==> src/rtl/branch_result_sender_if.sv <==
// branch_result_sender_if: resolved-branch input lanes, predictor-update output lanes and squash handshake
interface branch_result_sender_if #(
  parameter int ISSUE_WIDTH = 2,
  parameter int HIST_BITS = 10,
  parameter int CNT_BITS = 2
);
  logic [ISSUE_WIDTH-1:0] exValid, exIsCondBr, exPredTaken, exExecTaken, exTargetMatch;
  logic [ISSUE_WIDTH-1:0][HIST_BITS-1:0] exHistory, brHistory;
  logic [ISSUE_WIDTH-1:0][CNT_BITS-1:0] exPrevCnt, brPrevCnt;
  logic exReady, outReady, squashDone, inSquash;
  logic [ISSUE_WIDTH-1:0] brValid, brMispred, brExecTaken, brIsCondBr;
  logic [15:0] mispredCount;
  modport master (
    output exValid, exIsCondBr, exPredTaken, exExecTaken, exTargetMatch, exHistory, exPrevCnt,
    output outReady, squashDone,
    input exReady, brValid, brMispred, brExecTaken, brIsCondBr, brHistory, brPrevCnt,
    input inSquash, mispredCount
  );
  modport slave (
    input exValid, exIsCondBr, exPredTaken, exExecTaken, exTargetMatch, exHistory, exPrevCnt,
    input outReady, squashDone,
    output exReady, brValid, brMispred, brExecTaken, brIsCondBr, brHistory, brPrevCnt,
    output inSquash, mispredCount
  );
endinterface

==> src/rtl/branch_result_sender.sv <==
// branch_result_sender: queues resolved branches for predictor update, dropping wrong-path results after a mispredict
module branch_result_sender #(
  parameter int ISSUE_WIDTH = 2,
  parameter int HIST_BITS = 10,
  parameter int CNT_BITS = 2,
  parameter int DEPTH = 8
) (
  input logic clk,
  input logic rst,
  branch_result_sender_if.slave io
);
  localparam int PW = $clog2(DEPTH);
  localparam int CW = PW + 1;
  localparam int LW = $clog2(ISSUE_WIDTH + 1);
  typedef struct packed {
    logic mispred;
    logic execTaken;
    logic isCondBr;
    logic [HIST_BITS-1:0] history;
    logic [CNT_BITS-1:0] prevCnt;
  } entry_t;
  typedef enum logic {RUN, SQUASH} state_t;
  state_t state, stateNext;
  entry_t mem [DEPTH];
  entry_t rd [ISSUE_WIDTH];
  logic [PW-1:0] head, tail;
  logic [CW-1:0] count;
  logic [15:0] mispredCnt;
  logic [ISSUE_WIDTH-1:0] laneMispred, accept, live;
  logic [ISSUE_WIDTH-1:0][PW-1:0] slot;
  logic [LW-1:0] pushCnt, popCnt;
  logic ready, blocked, mispredEnq;
  // lane classification, in-order acceptance with cut-off after the oldest mispredict, and pop sizing
  always_comb begin
    ready = (CW'(DEPTH) - count) >= CW'(ISSUE_WIDTH);
    laneMispred = '0;
    accept = '0;
    slot = '0;
    pushCnt = '0;
    blocked = 1'b0;
    for (int i = 0; i < ISSUE_WIDTH; i++) begin
      laneMispred[i] = io.exIsCondBr[i] ? (io.exPredTaken[i] != io.exExecTaken[i]) || (io.exExecTaken[i] && !io.exTargetMatch[i]) : !io.exTargetMatch[i];
      accept[i] = rst && io.exValid[i] && ready && state == RUN && !blocked;
      slot[i] = tail + PW'(pushCnt);
      pushCnt = pushCnt + LW'(accept[i]);
      blocked = blocked || (io.exValid[i] && laneMispred[i]);
    end
    mispredEnq = |(accept & laneMispred);
    popCnt = io.outReady ? (count < CW'(ISSUE_WIDTH) ? LW'(count) : LW'(ISSUE_WIDTH)) : '0;
  end
  // next state: a queued mispredict opens the squash window, squashDone closes it
  always_comb begin
    stateNext = state == RUN ? (mispredEnq ? SQUASH : RUN) : (io.squashDone ? RUN : SQUASH);
  end
  // state register, pointers, occupancy and saturating mispredict counter
  always_ff @(posedge clk) begin
    if (!rst) begin
      state <= RUN;
      head <= '0;
      tail <= '0;
      count <= '0;
      mispredCnt <= '0;
    end else begin
      state <= stateNext;
      head <= head + PW'(popCnt);
      tail <= tail + PW'(pushCnt);
      count <= count + CW'(pushCnt) - CW'(popCnt);
      if (mispredEnq && mispredCnt != 16'hFFFF) mispredCnt <= mispredCnt + 16'd1;
    end
  end
  // result storage; accepted lanes land in consecutive slots from tail
  always_ff @(posedge clk) begin
    for (int i = 0; i < ISSUE_WIDTH; i++)
      if (accept[i]) mem[slot[i]] <= '{mispred: laneMispred[i], execTaken: io.exExecTaken[i], isCondBr: io.exIsCondBr[i], history: io.exHistory[i], prevCnt: io.exPrevCnt[i]};
  end
  // present the oldest entries from head; empty lanes and reset force everything to zero
  always_comb begin
    io.exReady = ready || !rst;
    io.inSquash = rst && state == SQUASH;
    io.mispredCount = mispredCnt;
    for (int i = 0; i < ISSUE_WIDTH; i++) begin
      rd[i] = mem[head + PW'(i)];
      live[i] = rst && CW'(i) < count;
      io.brValid[i] = live[i];
      io.brMispred[i] = live[i] && rd[i].mispred;
      io.brExecTaken[i] = live[i] && rd[i].execTaken;
      io.brIsCondBr[i] = live[i] && rd[i].isCondBr;
      io.brHistory[i] = live[i] ? rd[i].history : '0;
      io.brPrevCnt[i] = live[i] ? rd[i].prevCnt : '0;
    end
  end
endmodule

==> src/flat_wrapper.sv <==
// flat-port wrapper written by rule: the top's interface ports become plain ports
module branch_result_sender_flat 
#(
  parameter int ISSUE_WIDTH = 2,
  parameter int HIST_BITS = 10,
  parameter int CNT_BITS = 2,
  parameter int DEPTH = 8
)
  (clk, rst, io_exValid, io_exIsCondBr, io_exPredTaken, io_exExecTaken, io_exTargetMatch, io_exHistory, io_exPrevCnt, io_outReady, io_squashDone, io_exReady, io_brValid, io_brMispred, io_brExecTaken, io_brIsCondBr, io_brHistory, io_brPrevCnt, io_inSquash, io_mispredCount);
  branch_result_sender_if #(.ISSUE_WIDTH(ISSUE_WIDTH), .HIST_BITS(HIST_BITS), .CNT_BITS(CNT_BITS)) io_i ();
  input logic clk;
  input logic rst;
  input wire logic [$bits(io_i.exValid)-1:0] io_exValid;
  input wire logic [$bits(io_i.exIsCondBr)-1:0] io_exIsCondBr;
  input wire logic [$bits(io_i.exPredTaken)-1:0] io_exPredTaken;
  input wire logic [$bits(io_i.exExecTaken)-1:0] io_exExecTaken;
  input wire logic [$bits(io_i.exTargetMatch)-1:0] io_exTargetMatch;
  input wire logic [$bits(io_i.exHistory)-1:0] io_exHistory;
  input wire logic [$bits(io_i.exPrevCnt)-1:0] io_exPrevCnt;
  input wire logic [$bits(io_i.outReady)-1:0] io_outReady;
  input wire logic [$bits(io_i.squashDone)-1:0] io_squashDone;
  output wire logic [$bits(io_i.exReady)-1:0] io_exReady;
  output wire logic [$bits(io_i.brValid)-1:0] io_brValid;
  output wire logic [$bits(io_i.brMispred)-1:0] io_brMispred;
  output wire logic [$bits(io_i.brExecTaken)-1:0] io_brExecTaken;
  output wire logic [$bits(io_i.brIsCondBr)-1:0] io_brIsCondBr;
  output wire logic [$bits(io_i.brHistory)-1:0] io_brHistory;
  output wire logic [$bits(io_i.brPrevCnt)-1:0] io_brPrevCnt;
  output wire logic [$bits(io_i.inSquash)-1:0] io_inSquash;
  output wire logic [$bits(io_i.mispredCount)-1:0] io_mispredCount;
  assign io_i.exValid = io_exValid;
  assign io_i.exIsCondBr = io_exIsCondBr;
  assign io_i.exPredTaken = io_exPredTaken;
  assign io_i.exExecTaken = io_exExecTaken;
  assign io_i.exTargetMatch = io_exTargetMatch;
  assign io_i.exHistory = io_exHistory;
  assign io_i.exPrevCnt = io_exPrevCnt;
  assign io_i.outReady = io_outReady;
  assign io_i.squashDone = io_squashDone;
  assign io_exReady = io_i.exReady;
  assign io_brValid = io_i.brValid;
  assign io_brMispred = io_i.brMispred;
  assign io_brExecTaken = io_i.brExecTaken;
  assign io_brIsCondBr = io_i.brIsCondBr;
  assign io_brHistory = io_i.brHistory;
  assign io_brPrevCnt = io_i.brPrevCnt;
  assign io_inSquash = io_i.inSquash;
  assign io_mispredCount = io_i.mispredCount;
  branch_result_sender #(.ISSUE_WIDTH(ISSUE_WIDTH), .HIST_BITS(HIST_BITS), .CNT_BITS(CNT_BITS), .DEPTH(DEPTH)) u_core (.clk(clk), .rst(rst), .io(io_i));
endmodule
==> config.mk <==
export PLATFORM = sky130hd
export DESIGN_NAME = branch_result_sender_flat
export DESIGN_NICKNAME = d
export VERILOG_FILES = /design/src/rtl/branch_result_sender_if.sv /design/src/rtl/branch_result_sender.sv /design/src/flat_wrapper.sv
export SDC_FILE = /design/constraint.sdc
export NUM_CORES = 1
export LEC_CHECK = 0
export BUFFER_PORTS_ARGS = -buffer_cell sky130_fd_sc_hd__buf_2
export CORE_MARGIN = 2
export CORE_UTILIZATION = 60
export CTS_CLUSTER_DIAMETER = 150
export CTS_CLUSTER_SIZE = 30
export DETAILED_ROUTE_END_ITERATION = 10
export PLACE_DENSITY = 0.86
export REMOVE_ABC_BUFFERS = 1
export SLEW_MARGIN = 20
export SYNTH_ARGS = -nofsm -noshare
export SYNTH_HDL_FRONTEND = slang
export SYNTH_SLANG_ARGS = --single-unit
==> constraint.sdc <==
create_clock -name clk -period 4.46 [get_ports clk]
set_input_delay 0.446 -clock clk [delete_from_list [all_inputs] [get_ports clk]]
set_output_delay 0.446 -clock clk [all_outputs]
set_load 0.05 [all_outputs]
==> results of run 1 <==
metal layers:
metal	track usage [%]	wire [um]	up-vias
met4	13.1	727	0
met3	6.03	1920	59
met5	0	0	-
met1	37.0	8180	3069
li1	-	-	2665
met2	49.2	11400	351
path summary, 6_finish.rpt:
path,startpoint,endpoint,depth (start not counted)
worst max-delay path,u_core.count[1],u_core.mem[4][7],11
worst max register to register,u_core.count[1],u_core.mem[4][7],11
worst min register to register,u_core.io.mispredCount[15],u_core.io.mispredCount[15],2
worst min-delay path,io_squashDone,u_core.state,2
critical path: stages, from the launching register on:
cell	delay, ns
dfxtp_1	0.45
inv_1	0.08
ha_1	0.22
nor3b_1	0.24
o2111a_2	0.35
nor2_1	0.12
ha_1	0.19
ha_1	0.28
nor3_1	0.43
and2_1	0.77
o21bai_1	0.23
buf_4	0.27
stage by stage:
step / instance area [um^2] / hold slack, ns
6_report: 10100 / 0.244
5_1_grt: 10100 / 0.236
4_1_cts: 10100 / 0.236
3_5_place_dp: 9450 / 0.493
3_3_place_gp: 9450 / 0.466
2_1_floorplan: 8620 / 0.488
kinds of logic after synthesis:
| logic type | share of synthesized area [%] |
|---|---|
| buffers and inverters | 2.93 |
| multiplexers | 34.1 |
| XOR/XNOR | 0.994 |
| adder cells (fa/ha/maj) | 3.01 |
| AO/OA/AOI/OAI | 4.23 |
| AND/OR/NAND/NOR | 7.72 |
| flip-flops | 47.0 |
layout make-up:
class,instances,area (um^2),area share (%)
inverters,19,71.3,0.707
multi-input cells,439,4420,43.8
clock buffers,26,563,5.58
flip-flops and latches,147,4150,41.1
repair buffers,108,593,5.88
well taps,184,230,2.28
clock inverters,6,61.3,0.608
placed cells by master, fill, tap and decap left out, types with 2 or more instances in the layout:
master / instances
edfxtp_1: 120
mux2_2: 112
buf_2: 87
nand2_1: 62
mux4_2: 60
mux2i_1: 39
dfxtp_1: 26
a21oi_1: 23
nor2_1: 21
buf_4: 21
clkbuf_16: 20
inv_1: 19
ha_1: 17
nand2b_1: 13
and2_1: 12
nand3_1: 8
a211oi_1: 6
o21ai_0: 5
xor2_1: 5
o21ai_1: 5
xnor2_1: 5
nor3_1: 5
a21o_1: 4
o21bai_1: 4
a211oi_2: 4
clkbuf_8: 4
nor2b_1: 3
clkinv_2: 3
nor3b_1: 2
or4_1: 2
nand3b_1: 2
or3_1: 2
or2_2: 2
nand4_1: 2
fa_1: 2
clkbuf_1: 2
state kept, by name (all words and copies together), names as in the netlist:
signal	count
u_core.state	1
u_core.tail	3
u_core.io.mispredCount	16
u_core.head	3
u_core.mem	120
u_core.count	4
power by group through the flow:
stage          registers (mW)  clock network, mW  logic (mW)
6_report                 1.73               1.48        2.08
5_1_grt                  1.74               1.54        2.23
4_1_cts                  1.72               1.49        2.08
3_5_place_dp             1.75                  0        2.06
3_3_place_gp             1.73                  0        2.00
2_1_floorplan            1.81                  0        1.48
==> impl_metrics.env, run 1 <==
export IMPL_worstSetupPathType="flop to flop"
export IMPL_cts_tree="done"
export IMPL_max_cap_violations=0
export IMPL_pin_count=88
export IMPL_areaGrowthSynthToFinish_pct=14.5
export IMPL_fill_cells=949
export IMPL_remaining_drc_errors=0
export IMPL_routedWlPerCell_um=23.9
export IMPL_intPower_mw=3.38
export IMPL_drive_gt1_share_pct=43.2
export IMPL_insertedDiodeCount=0
export IMPL_rows=44
export IMPL_static_leakage_power_nw=3.63
export IMPL_grt_pass1_vias=6363
export IMPL_path_max_fanout=16
export IMPL_post_cts_resized=0
export IMPL_synthCells=648
export IMPL_yosysMostFrequentCell="edfxtp_1"
export IMPL_setup_viol=0
export IMPL_required_ns=4.57
export IMPL_final_cells=929
export IMPL_cts_sinks=147
export IMPL_grt_max_degree=62
export IMPL_path_clk_slew_ns=0.06
export IMPL_drtIter0Drc=582
export IMPL_irDropWorstVdd_uv=355
export IMPL_antenna_found_initial=0
export IMPL_wl_um=22200
export IMPL_initial_core_util_pct=61.1
export IMPL_clk_latency_ns=0.43
export IMPL_fp_dieW_um=125
export IMPL_cts_buffer_depth=2
export IMPL_p_comb_share_pct=39.3
export IMPL_dp_cells=897
export IMPL_fin_tns_setup_ns=0
export IMPL_syn_area_per_cell_um2=13.6
export IMPL_dr_pass1_iters=5
export IMPL_drv_slew=0
export IMPL_synth_top_cell_by_area="edfxtp_1"
export IMPL_synthFlopType="edfxtp_1"
export IMPL_fin_total_pwr_mw=5.28
export IMPL_grt_usage_pct=29.3
export IMPL_timing_final_crit_share_pct=88.6
export IMPL_synth_commonest_cells="edfxtp_1 (120), mux2_2 (112), nand2_1 (62)"
export IMPL_tightest_slew_ns=1.00
export IMPL_dieArea_um2=15700
export IMPL_cts_hold_buf=0
export IMPL_ant_nets=0
export IMPL_ys_types=45
export IMPL_grt_pass1_wl_um=35200
export IMPL_clkPwrFrac_pct=28.0
export IMPL_die_h_um=125
export IMPL_hold_class="primary input to flop"
export IMPL_synth_edf_count=120
export IMPL_synthTopCellsByArea="edfxtp_1 (41%), mux4_2 (15%), mux2_2 (14%)"
export IMPL_crit_arrival_ns=4.06
export IMPL_root_buffer="clkbuf_16"
export IMPL_ys_seq_elements=147
export IMPL_cts_htree_levels=4
export IMPL_yosys_warnings=0
export IMPL_dpl_worst_slack_ns=0.740
export IMPL_finalCriticalPeriod_ns=3.95
export IMPL_vias_per_cell=6.61
export IMPL_final_util_pct=69.9
export IMPL_fin_nets=790
export IMPL_hpwl_um=14300
export IMPL_slew_headroom_pct=33.1
export IMPL_p_per_area_nw_per_um2=524
export IMPL_gp_congestion=0.859
export IMPL_portBuffers=87
export IMPL_r2r_slack_ns=0.51
export IMPL_placeableCoreArea_um2=14400
export IMPL_skew_ns=0.00885
export IMPL_fin_ws_ns=0.509
export IMPL_endpoint_kind="flop"
export IMPL_fmax_ghz=0.253
export IMPL_synth_area_um2=8810
export IMPL_switching_share_pct=36.1
export IMPL_finalHoldViolCount=0
export IMPL_ys_seq_area_share_pct=47.0
export IMPL_status="complete, no violations"
export IMPL_synthArstFlopShare_pct=0
export IMPL_switching_power_mw=1.91
export IMPL_crit_path_start_kind="flop"
export IMPL_vias=6144
export IMPL_postCtsSetupBuffers=0
export IMPL_grt_overflow_total=0
export IMPL_p_seq_share_pct=32.7
export IMPL_rsz0062_at_grt="false"
export IMPL_synth_top_area_share_pct=40.9
export IMPL_cts_buffers=17
(Power assumes the default switching activity.)
==> run 2, diff against run 1 <==
Settings changed: RECOVER_POWER from default to 25.
==> run 2 against run 1 <==
Compared with the run above:
- sequential share of layout area up 0.37 points
- wire length up 0.23%
- critical endpoint is now u_core.mem[4][5]
- final area down 0.98%
- cell count unchanged
- clock skew about the same
- core utilization down 0.69 points
- worst hold slack better by 0.0024 ns
- sequential cell count unchanged
- fmax down 1.3%
- clock-buffer cell count unchanged
- setup slack worse by 0.052 ns
- the run now ends with max-capacitance violations, max-slew violations left
- critical path type unchanged
==> impl_metrics.env, run 2 (synthesized netlist as in run 1, its figures left out) <==
export IMPL_p_seq_share_pct=32.8
export IMPL_timing_final_crit_share_pct=89.8
export IMPL_switching_power_mw=1.91
export IMPL_rows=44
export IMPL_dpl_instance_area_um2=9450
export IMPL_intPower_mw=3.36
export IMPL_clkPwrFrac_pct=28.1
export IMPL_routedWlPerCell_um=24.0
export IMPL_cts_tree="done"
export IMPL_ant_nets=0
export IMPL_slowest_stage="and2_1"
export IMPL_switching_share_pct=36.2
export IMPL_crit_chain="inv_1 > ha_1 > nor3b_1 > o2111a_1 > nor2_1 > ha_1 > ha_1 > nor3_1 > and2_1 > o21bai_1 > buf_4"
export IMPL_pin_count=88
export IMPL_fin_ws_ns=0.457
export IMPL_largest_reg_flops=120
export IMPL_antenna_found_initial=0
export IMPL_vias_per_cell=6.65
export IMPL_hold_class="primary input to flop"
export IMPL_fin_nets=790
export IMPL_layout_common_cells="edfxtp_1 (120), mux2_2 (112), nand2_1 (62)"
export IMPL_cts_hold_buf=0
export IMPL_path_max_fanout=16
export IMPL_insertedDiodeCount=0
export IMPL_crit_arrival_ns=4.12
export IMPL_path_clk_slew_ns=0.06
export IMPL_cts_buffers=17
export IMPL_dr_pass1_iters=5
export IMPL_endpoint_kind="flop"
export IMPL_post_cts_resized=0
export IMPL_drive_gt1_share_pct=36.1
export IMPL_irDropWorstVdd_uv=361
export IMPL_post_route_cell_area_um2=9990
export IMPL_skew_ns=0.00876
export IMPL_grt_pass1_vias=6363
export IMPL_wl_met2_um=11400
export IMPL_grt_usage_pct=29.3
export IMPL_worstSetupPathType="flop to flop"
export IMPL_violations="max-capacitance violations, max-slew violations"
export IMPL_setup_viol=0
export IMPL_drt_met1_wl_um=8200
export IMPL_grt_pass1_wl_um=35200
export IMPL_placeableCoreArea_um2=14400
export IMPL_grt_max_degree=62
export IMPL_status="finished, violations left"
export IMPL_max_cap_violations=2
export IMPL_clk_latency_ns=0.43
export IMPL_drv_slew=105
export IMPL_cp_slowest_stage_delay_ns=0.76
export IMPL_grt_overflow_total=0
export IMPL_portBuffers=87
export IMPL_critPathMostFrequentCell="ha_1"
export IMPL_die_h_um=125
export IMPL_fin_total_pwr_mw=5.26
export IMPL_initial_core_util_pct=61.1
export IMPL_fin_tns_setup_ns=0
export IMPL_p_comb_share_pct=39.1
export IMPL_crit_path_start_kind="flop"
export IMPL_cts_htree_levels=4
export IMPL_vias=6182
export IMPL_rsz0062_at_grt="false"
export IMPL_gp_congestion=0.859
export IMPL_fp_dieW_um=125
export IMPL_root_buffer="clkbuf_16"
export IMPL_top_layer="met4"
export IMPL_finalCriticalPeriod_ns=4.00
export IMPL_dieArea_um2=15700
export IMPL_postCtsSetupBuffers=0
export IMPL_finalHoldViolCount=0
export IMPL_cts_sinks=147
export IMPL_wl_met3_um=1950
export IMPL_required_ns=4.58
export IMPL_drtIter0Drc=640
export IMPL_cts_buffer_depth=2
export IMPL_static_leakage_power_nw=3.44
export IMPL_fmax_ghz=0.250
export IMPL_hpwl_um=14300
export IMPL_areaGrowthSynthToFinish_pct=13.4
export IMPL_tightest_slew_ns=1.93
export IMPL_remaining_drc_errors=0
export IMPL_slew_headroom_pct=-28.8
export IMPL_wl_um=22300
export IMPL_dpl_worst_slack_ns=0.740
export IMPL_p_per_area_nw_per_um2=527
export IMPL_final_common_cell="edfxtp_1"
==> run 2: cell count changes in the layout (fill, tap and decap cells not counted), sizes merged <==
cell,change
buf,-50
clkbuf,+50
==> run 2: worst max-delay path: cells and delay by family, from the launching register on <==
kind,cells,cell delay [ns]
AOI/OAI and AO/OA,2,0.63
adders and majority gates,3,0.70
buffers and inverters,2,0.35
DFF,1,0.45
and+or+nand+nor,4,1.58
==> run 2: cell type report <==
type	count	area (um^2)
fill	989	4430
tap	184	230
clock inverter	6	61.3
sequential	147	4140
timing repair buffer	108	519
multi-input combinational	439	4400
clock buffer	26	563
inverter	19	71.3
==> run 2: stage by stage <==
step / hold WS (ns) / cells / util (%)
floorplan: 0.488 / 605 / -
global placement: 0.466 / 897 / 65.5
detailed placement: 0.493 / 897 / 65.5
CTS: 0.236 / 929 / 69.9
global route: 0.236 / 929 / 69.3
finish: 0.247 / 929 / 69.3
==> run 2: final timing paths <==
path	startpoint	end	slack, ns	cells after the start
max reg2reg	u_core.count[1]	u_core.mem[4][5]	0.46	11
max	u_core.count[1]	u_core.mem[4][5]	0.46	11
min	io_squashDone	u_core.state	0.25	2
min reg2reg	u_core.io.mispredCount[15]	u_core.io.mispredCount[15]	0.50	2
==> run 2: power by group through the flow <==
stage | clock network [mW] | registers [mW] | logic [mW]
6_report | 1.48 | 1.73 | 2.06
5_1_grt | 1.54 | 1.74 | 2.21
4_1_cts | 1.49 | 1.72 | 2.08
3_5_place_dp | 0 | 1.75 | 2.06
3_3_place_gp | 0 | 1.73 | 2.00
2_1_floorplan | 0 | 1.81 | 1.48
==> run 2: per-layer routing <==
layer / up-vias / track usage, %
met5: - / 0
met4: 0 / 13.1
met3: 57 / 6.03
met2: 376 / 49.2
met1: 3084 / 37.0
li1: 2665 / -
